<file path="config.mk">
export PLATFORM = sky130hd
export DESIGN_NAME = ge_program_sequencer
export DESIGN_NICKNAME = d
export VERILOG_FILES = /design/src/rtl/ge_program_sequencer.sv
export SDC_FILE = /design/constraint.sdc
export NUM_CORES = 1
export LEC_CHECK = 0
export CAP_MARGIN = 20
export CORE_ASPECT_RATIO = 0.75
export CORE_MARGIN = 2
export CORE_UTILIZATION = 55
export DETAILED_ROUTE_END_ITERATION = 6
export PLACE_DENSITY_LB_ADDON = 0.1
export SLEW_MARGIN = 20
export SYNTH_ARGS = -nofsm -noshare
export SYNTH_HDL_FRONTEND = slang
export SYNTH_SLANG_ARGS = --single-unit
</file>
<file path="constraint.sdc">
create_clock -name clk -period 7.3 [get_ports clk]
set_input_delay 0.73 -clock clk [delete_from_list [all_inputs] [get_ports clk]]
set_output_delay 0.73 -clock clk [all_outputs]
set_load 0.02 [all_outputs]
</file>
<file path="src/rtl/ge_program_sequencer.sv">
// Register-machine executor: four WIDTH-bit registers seeded from the operands,
// transformed by a loaded program (one instruction per clock), result via valid/ready.
module ge_program_sequencer #(
  parameter int WIDTH = 16,
  parameter int DEPTH = 32,
  parameter int AW    = $clog2(DEPTH)
) (
  input  logic             clk,
  input  logic             rst_n,
  input  logic             prog_we,
  input  logic [AW-1:0]    prog_addr,
  input  logic [7:0]       prog_data,
  input  logic [AW:0]      prog_len,
  input  logic             start,
  input  logic [WIDTH-1:0] a1,
  input  logic [WIDTH-1:0] a0,
  input  logic [WIDTH-1:0] b1,
  input  logic [WIDTH-1:0] b0,
  output logic             busy,
  output logic             out_valid,
  input  logic             out_ready,
  output logic [WIDTH-1:0] y3,
  output logic [WIDTH-1:0] y2,
  output logic [WIDTH-1:0] y1,
  output logic [WIDTH-1:0] y0
);

  typedef enum logic [1:0] {IDLE, EXEC, DONE} state_e;
  typedef enum logic [2:0] {
    OP_NOP, OP_MOV, OP_AND, OP_OR, OP_XOR, OP_LNOT, OP_BNOT, OP_HALT
  } opcode_e;

  state_e                    state_q, state_d;
  logic [AW-1:0]             pc_q, pc_d;
  logic [AW:0]               len_q, len_d;
  logic [3:0][WIDTH-1:0]     r_q, r_d;
  logic [3:0][WIDTH-1:0]     opnd_q, opnd_d;
  logic [3:0][WIDTH-1:0]     y_q, y_d;

  logic [7:0]                ram [DEPTH];

  logic [7:0]                instr;
  opcode_e                   opcode;
  logic [1:0]                dst;
  logic [2:0]                src;
  logic [WIDTH-1:0]          src_val;
  logic [WIDTH-1:0]          alu_res;
  logic                      alu_wr;
  logic [AW:0]               pc_inc;
  logic [AW:0]               len_clamped;
  logic [3:0][WIDTH-1:0]     start_vals;

  // Program RAM has no reset so a loaded program survives rst_n.
  always_ff @(posedge clk) begin
    if (prog_we && (state_q == IDLE)) begin
      ram[prog_addr] <= prog_data;
    end
  end

  assign instr      = ram[pc_q];
  assign opcode     = opcode_e'(instr[7:5]);
  assign dst        = instr[4:3];
  assign src        = instr[2:0];
  assign src_val    = src[2] ? opnd_q[src[1:0]] : r_q[src[1:0]];
  assign pc_inc     = {1'b0, pc_q} + (AW+1)'(1);
  assign start_vals = {b1, b0, a1, a0};

  assign len_clamped = (prog_len > (AW+1)'(DEPTH)) ? (AW+1)'(DEPTH) : prog_len;

  always_comb begin
    alu_res = r_q[dst];
    alu_wr  = 1'b1;
    unique case (opcode)
      OP_MOV:  alu_res = src_val;
      OP_AND:  alu_res = r_q[dst] & src_val;
      OP_OR:   alu_res = r_q[dst] | src_val;
      OP_XOR:  alu_res = r_q[dst] ^ src_val;
      OP_LNOT: alu_res = WIDTH'(src_val == '0);
      OP_BNOT: alu_res = ~src_val;
      default: alu_wr  = 1'b0;
    endcase
  end

  always_comb begin
    state_d = state_q;
    pc_d    = pc_q;
    len_d   = len_q;
    r_d     = r_q;
    opnd_d  = opnd_q;
    y_d     = y_q;
    unique case (state_q)
      IDLE: begin
        if (start) begin
          opnd_d = start_vals;
          r_d    = start_vals;
          pc_d   = '0;
          len_d  = len_clamped;
          if (len_clamped == '0) begin
            y_d     = start_vals;
            state_d = DONE;
          end else begin
            state_d = EXEC;
          end
        end
      end
      EXEC: begin
        if (alu_wr) begin
          r_d[dst] = alu_res;
        end
        pc_d = pc_inc[AW-1:0];
        // The result register captures the post-instruction values of this same edge.
        if ((pc_inc == len_q) || (opcode == OP_HALT)) begin
          y_d     = r_d;
          state_d = DONE;
        end
      end
      DONE: begin
        if (out_ready) begin
          state_d = IDLE;
        end
      end
      default: state_d = IDLE;
    endcase
  end

  always_ff @(posedge clk or negedge rst_n) begin
    if (!rst_n) begin
      state_q <= IDLE;
      pc_q    <= '0;
      len_q   <= '0;
      r_q     <= '0;
      opnd_q  <= '0;
      y_q     <= '0;
    end else begin
      state_q <= state_d;
      pc_q    <= pc_d;
      len_q   <= len_d;
      r_q     <= r_d;
      opnd_q  <= opnd_d;
      y_q     <= y_d;
    end
  end

  assign busy      = (state_q != IDLE);
  assign out_valid = (state_q == DONE);
  assign y3        = y_q[3];
  assign y2        = y_q[2];
  assign y1        = y_q[1];
  assign y0        = y_q[0];

endmodule

</file>
Word level (Yosys, flattened, before mapping)
Memories as Yosys holds them, arrays and structs flattened.
Index checks and enable logic that the tools add are counted.
{ "totals": {"ff_bits": 205, "input_bits": 88, "latch_bits": 0, "ram_bits": 256, "mem_bits_ro": 0, "memories": 1} }
{ "op_classes": {"n_mul": 0, "shifts": 0, "addsub": 1, "eq_ne": 14, "mux": 29, "div": 0, "n_reduce_logical": 13, "bitwise": 4, "n_lt_le_gt_ge": 4} }
{ "mem_list": {"columns": ["name", "depth", "word_bits", "read_ports", "rd_clocked_by_memory_dff", "write_ports", "line", "rtl"], "rows": [
  ["ram", 32, 8, 1, 0, 1, "40", "logic [7:0] ram [DEPTH];"]
]} }
{ "ops": {"columns": ["op", "count"], "rows": [
  ["two-way mux 64 bit", 5],
  ["case mux 64 bit (2 select lines)", 2],
  ["binary-select mux 16 bit (select 2 bit)", 3],
  ["case mux 16 bit (6 select lines)", 1],
  ["two-way mux 16 bit", 5],
  ["bitwise mux 64 bit", 1],
  ["demux 16 bit (select 2 bit)", 1],
  ["bitwise AND 16 bit", 1],
  ["logical NOT 16 bit", 1],
  ["NOT 16 bit", 1],
  ["bitwise OR 16 bit", 1],
  ["bitwise XOR 16 bit", 1],
  ["equality test 3 bit, second input constant", 4],
  ["case mux 5 bit (2 select lines)", 1],
  ["two-way mux 2 bit", 4],
  ["adder 5 x 1 -> 6 bit, second input constant", 1],
  ["equality test 3 x 2 -> 1 bit, second input constant", 2],
  ["equality test 6 bit", 1],
  ["greater-than comparator 6 bit, second input constant", 1],
  ["logical NOT 6 bit", 1],
  ["less-than comparator 2 x 3 -> 1 bit, second input constant", 2],
  ["two-way mux 6 bit", 1],
  ["case mux 2 bit (3 select lines)", 1],
  ["OR reduction 6 bit", 1],
  ["other kinds (15)", 22]
]} }

Depth between registers and ports, before layout
An unclocked memory read counts as a cell.
{ "logic_depth": {"word_depth": 10, "ltp_mapped": 23, "depth_no_buf": 16} }

Least setup slack after synthesis
No wires, ideal clock.
{ "synth_timing": {"kind": "register to register", "startpoint": "reg pc_q[0]", "endpoint": "reg y_q, in the netlist y2[0]", "stages_incl_launch_ff": 21, "required_ns": 7.172, "path_slack_ns": 3.069, "arrival_time_ns": 4.102, "cell_sequence": "dfrtp_1 -> buf_6 -> buf_12 -> buf_12 -> buf_12 -> buf_4 -> buf_4 -> mux2i_1 -> o221ai_1 -> o221ai_1 -> a32oi_1 -> buf_2 -> buf_1 -> mux2_2 -> ha_1 -> nand2_1 -> nand2_1 -> a32oi_1 -> o311ai_4 -> nor4_1 -> a21oi_1"} }
{ "synth_between": {"elab_chain_len": 10, "elab_cells_between_ends": 37} }
{ "synth_lines": {"columns": ["element", "line", "rtl"], "rows": [
  ["start: declaration", "34", "logic [AW-1:0] pc_q, pc_d;"],
  ["start signal: assignment", "136", "pc_q <= pc_d;"],
  ["memory (32 x 8 bit)", null, null],
  ["binary-select mux 16 bit (select 2 bit)", "64", "assign src_val = src[2] ? opnd_q[src[1:0]] : r_q[src[1:0]];"],
  ["two-way mux 16 bit (implied by the code)", "64", null],
  ["two-way mux 16 bit", "64", null],
  ["logical NOT 16 bit, or another cell as far along", "78", "OP_LNOT: alu_res = WIDTH'(src_val == '0);"],
  ["case mux 16 bit (6 select lines)", "73", "unique case (opcode)"],
  ["bitwise mux 64 bit", "108", "r_d[dst] = alu_res;"],
  ["two-way mux 64 bit", "107", "if (alu_wr) begin"],
  ["two-way mux 64 bit", "112", "if ((pc_inc == len_q) || (opcode == OP_HALT)) begin"],
  ["case mux 64 bit (2 select lines)", "91", "unique case (state_q)"],
  ["end signal: assignment", "140", "y_q <= y_d;"],
  ["end: declaration", "38", "logic [3:0][WIDTH-1:0] y_q, y_d;"]
]} }
Parallel ways exist; a longest one is shown, timed or not. The select of a mux whose other input is x is not followed.
A chain may end at the register's enable or synchronous reset.

Final worst setup path
{ "layout_timing": {"startpoint": "reg pc_q[0]", "endpoint": "reg r_q[51] in the netlist's numbering"} }
{ "layout_between": {"elab_chain_len": 9, "elab_cells_between_ends": 29} }
{ "layout_lines": {"columns": ["element", "line", "rtl"], "rows": [
  ["memory (32 x 8 bit) *", null, null],
  ["binary-select mux 16 bit (select 2 bit)", "64", null],
  ["two-way mux 16 bit (implied by the code)", "64", null],
  ["two-way mux 16 bit", "64", null],
  ["bitwise XOR 16 bit, or another cell as far along", "77", "OP_XOR: alu_res = r_q[dst] ^ src_val;"],
  ["case mux 16 bit (6 select lines)", "73", null],
  ["bitwise mux 64 bit", "108", null],
  ["two-way mux 64 bit *", "107", null],
  ["case mux 64 bit (2 select lines) *", "91", null],
  ["end signal: assignment", "138", "r_q <= r_d;"],
  ["end: declaration", "36", "logic [3:0][WIDTH-1:0] r_q, r_d;"]
]} }
Mark *: on every way between the ends. The rest lies on a longest branch, timed or not. The select of a mux whose other input is x is not followed.

==> impl_metrics.env <==
export IMPL_endpoint_kind="flip-flop"
export IMPL_met1_usage=0.5093
export IMPL_postSynthCellCount=1908
export IMPL_gr_usage_met2=0.4503
export IMPL_instances_no_fill=2583
export IMPL_antenna_found_initial=2
export IMPL_ant_nets=0
export IMPL_die_w_um=237.7
export IMPL_yosys_top_cells_area="edfxtp_1 (34%), dfrtp_1 (23%), mux2i_1 (5.9%)"
export IMPL_synth_ff_type="edfxtp_1"
export IMPL_yosys_area_top_type_share=0.3412
export IMPL_ir_drop_v=0.0002838
export IMPL_fmax_mhz=176.0
export IMPL_clock_path_buffers=3
export IMPL_num_rows=64
export IMPL_synth_most_common_cell="nand2_1"
export IMPL_dieHeight_um=179.3
export IMPL_port_buffers=153
export IMPL_place_ws_ns=1.663
export IMPL_nets=2139
export IMPL_ios=154
export IMPL_fin_crit_ns=5.683
export IMPL_yosysWarnings=0
export IMPL_ctsResizeCount=0
export IMPL_placed_area_mm2=0.02439
export IMPL_grt_busiest_layer="met1"
export IMPL_slew_headroom=0.1873
export IMPL_first_pass_iters=5
export IMPL_grt_pass1_wl_um=103700
export IMPL_min_period_over_period=0.7785
export IMPL_synth_edf_count=256
export IMPL_insertion_delay_ns=0.57
export IMPL_fin_total_pwr_mw=14.32
export IMPL_netlist_area_mm2=0.02253
export IMPL_wl_per_cell_um=26.80
export IMPL_critical_path_class="flip-flop to flip-flop"
export IMPL_postCtsHoldBufs=0
export IMPL_yosysTopAreaCell="edfxtp_1"
export IMPL_synthArstFlopShare=0.4447
export IMPL_coreArea_mm2=0.04060
export IMPL_grt_pass1_vias=16400
export IMPL_synth_fp_nets=2029
export IMPL_slew_viol_final=0
export IMPL_htreeDepth=2
export IMPL_outcome="completed"
export IMPL_synth_seq_area_share=0.5688
export IMPL_layout_setup_ws_ns=1.617
export IMPL_maxCapViolations=0
export IMPL_drtIter0Drc=2215
export IMPL_areaGrowthSynthToFinish_pct=14.85
export IMPL_yosysUniqueCellTypes=85
export IMPL_start_kind="flip-flop"
export IMPL_fin_area_mm2=0.02588
export IMPL_floorplan_initialDensity=0.5550
export IMPL_tightest_slew_ns=1.215
export IMPL_overflow=0
export IMPL_rsz0062_at_grt="no"
export IMPL_hpwlAfterDp_um=46350
export IMPL_skew_ns=0.02012
export IMPL_gr_usage_met3=0.08884
export IMPL_dieArea_mm2=0.04262
export IMPL_critPathMaxFanout=41
export IMPL_hold_violations=0
export IMPL_grt_max_degree=101
export IMPL_required_ns=7.72
export IMPL_drc=0
export IMPL_layout_drive_gt1_share=0.1207
export IMPL_clockRootBuffer="clkbuf_16"
export IMPL_finalSetupViolations=0
export IMPL_dr_total_vias=17190
export IMPL_arrival_ns=6.10
export IMPL_cts_tree="built"
export IMPL_p_leak_nw=9.928
export IMPL_vias_per_cell=6.656
export IMPL_synth_area_per_cell_um2=11.81
export IMPL_grt_usage=0.3272
export IMPL_routabilityCongestion=0.8990
export IMPL_post_cts_setup_buffers=0
export IMPL_powerDensity_mw_per_mm2=553.3
export IMPL_placedCellCount=2499
export IMPL_numCtsBuffers=45
export IMPL_path_clk_slew_ns=0.07
export IMPL_numClockSinks=461
export IMPL_hold_class="primary input to async pin"
export IMPL_tns_ns=0
export IMPL_drt_wl_total_um=69220
export IMPL_yosys_top_cells_count="nand2_1 (300), edfxtp_1 (256), dfrtp_1 (205)"
export IMPL_ys_ff_latch=461
## worst max-delay path: stages (launching register included)
cell and delay (ns):
dfrtp_4 0.93, buf_4 0.52, mux2i_1 0.27, a22o_1 0.19
nor4_4 0.08, or4_1 0.95, nor2_2 0.63, a22o_1 0.26
or2_1 0.27, inv_1 0.08, ha_1 0.19, o21ai_1 0.14
a21oi_1 0.11, o31ai_1 0.11, o211ai_1 0.25, o221ai_1 0.34
o21ai_1 0.13
## metal layers
metal / vias up / share of wire
met2: 1075 / 0.41
met1: 8635 / 0.44
met4: 0 / 0.020
li1: 7380 / -
met3: 103 / 0.12
met5: - / 0
## flip-flops by register name, summed over array words and instances, names as in the netlist, 6 cells and up
| register | count |
|---|---|
| y1 | 16 |
| opnd_q | 64 |
| ram | 256 |
| len_q | 6 |
| y3 | 16 |
| r_q | 64 |
| y0 | 16 |
| y2 | 16 |
## worst paths after layout
check                        endpoint  startpoint  slack [ns]  cells past startpoint
min reg2reg                opnd_q[57]  opnd_q[57]        0.48                      2
max in group asynchronous  opnd_q[23]       rst_n        5.77                      2
min                        opnd_q[51]       rst_n        0.23                      1
max                           r_q[51]     pc_q[0]        1.62                     16
min in group clk           opnd_q[57]  opnd_q[57]        0.48                      2
max reg2reg                   r_q[51]     pc_q[0]        1.62                     16
## final cells by class
class	count	area (um^2)
well taps	528	660.6
flip-flops and latches	461	12820
fillers	3121	14720
clock inverters	24	277.8
repair buffers	188	1773
inverters	48	180.2
multi-input cells	1274	8934
clock buffers	59	1229
diodes	1	2.502
## stage by stage
step / hold WS, ns / utilization
global placement: 0.4580 / 0.6008
finish: 0.2320 / 0.6374
floorplan: 0.4344 / -
global route: 0.3053 / 0.6374
CTS: 0.2654 / 0.6379
detailed placement: 0.4648 / 0.6008
## where the power goes
| part | leakage, nW | switching [mW] | internal (mW) | total, mW |
|---|---|---|---|---|
| clock network | 0.741 | 1.02 | 1.37 | 2.39 |
| logic | 4.45 | 5.18 | 2.84 | 8.02 |
| registers | 4.74 | 0.566 | 3.34 | 3.91 |
## logic make-up after synthesis
logic type / count (synthesis) / share of synthesized area
AND/OR/NAND/NOR: 569 / 0.1170
XOR/XNOR: 7 / 0.002721
AO/OA/AOI/OAI: 464 / 0.1389
adder cells (fa/ha/maj): 33 / 0.01832
buffers and inverters: 173 / 0.03776
flip-flops: 461 / 0.5688
multiplexers: 201 / 0.1165
## layout by cell type, fill, tap and decap left out, types with 35 or more instances in the layout
master           count
nand2_1            298
edfxtp_1           256
dfrtp_1            203
clkdlybuf4s50_1    147
mux2i_1            132
a21oi_1            131
nor2_1             112
inv_1               46
mux4_2              45
clkbuf_16           45
o22ai_1             44
o21ai_0             43
o21ai_1             39
nand3_1             37
buf_4               35
Power figures use the tool's default switching activity.
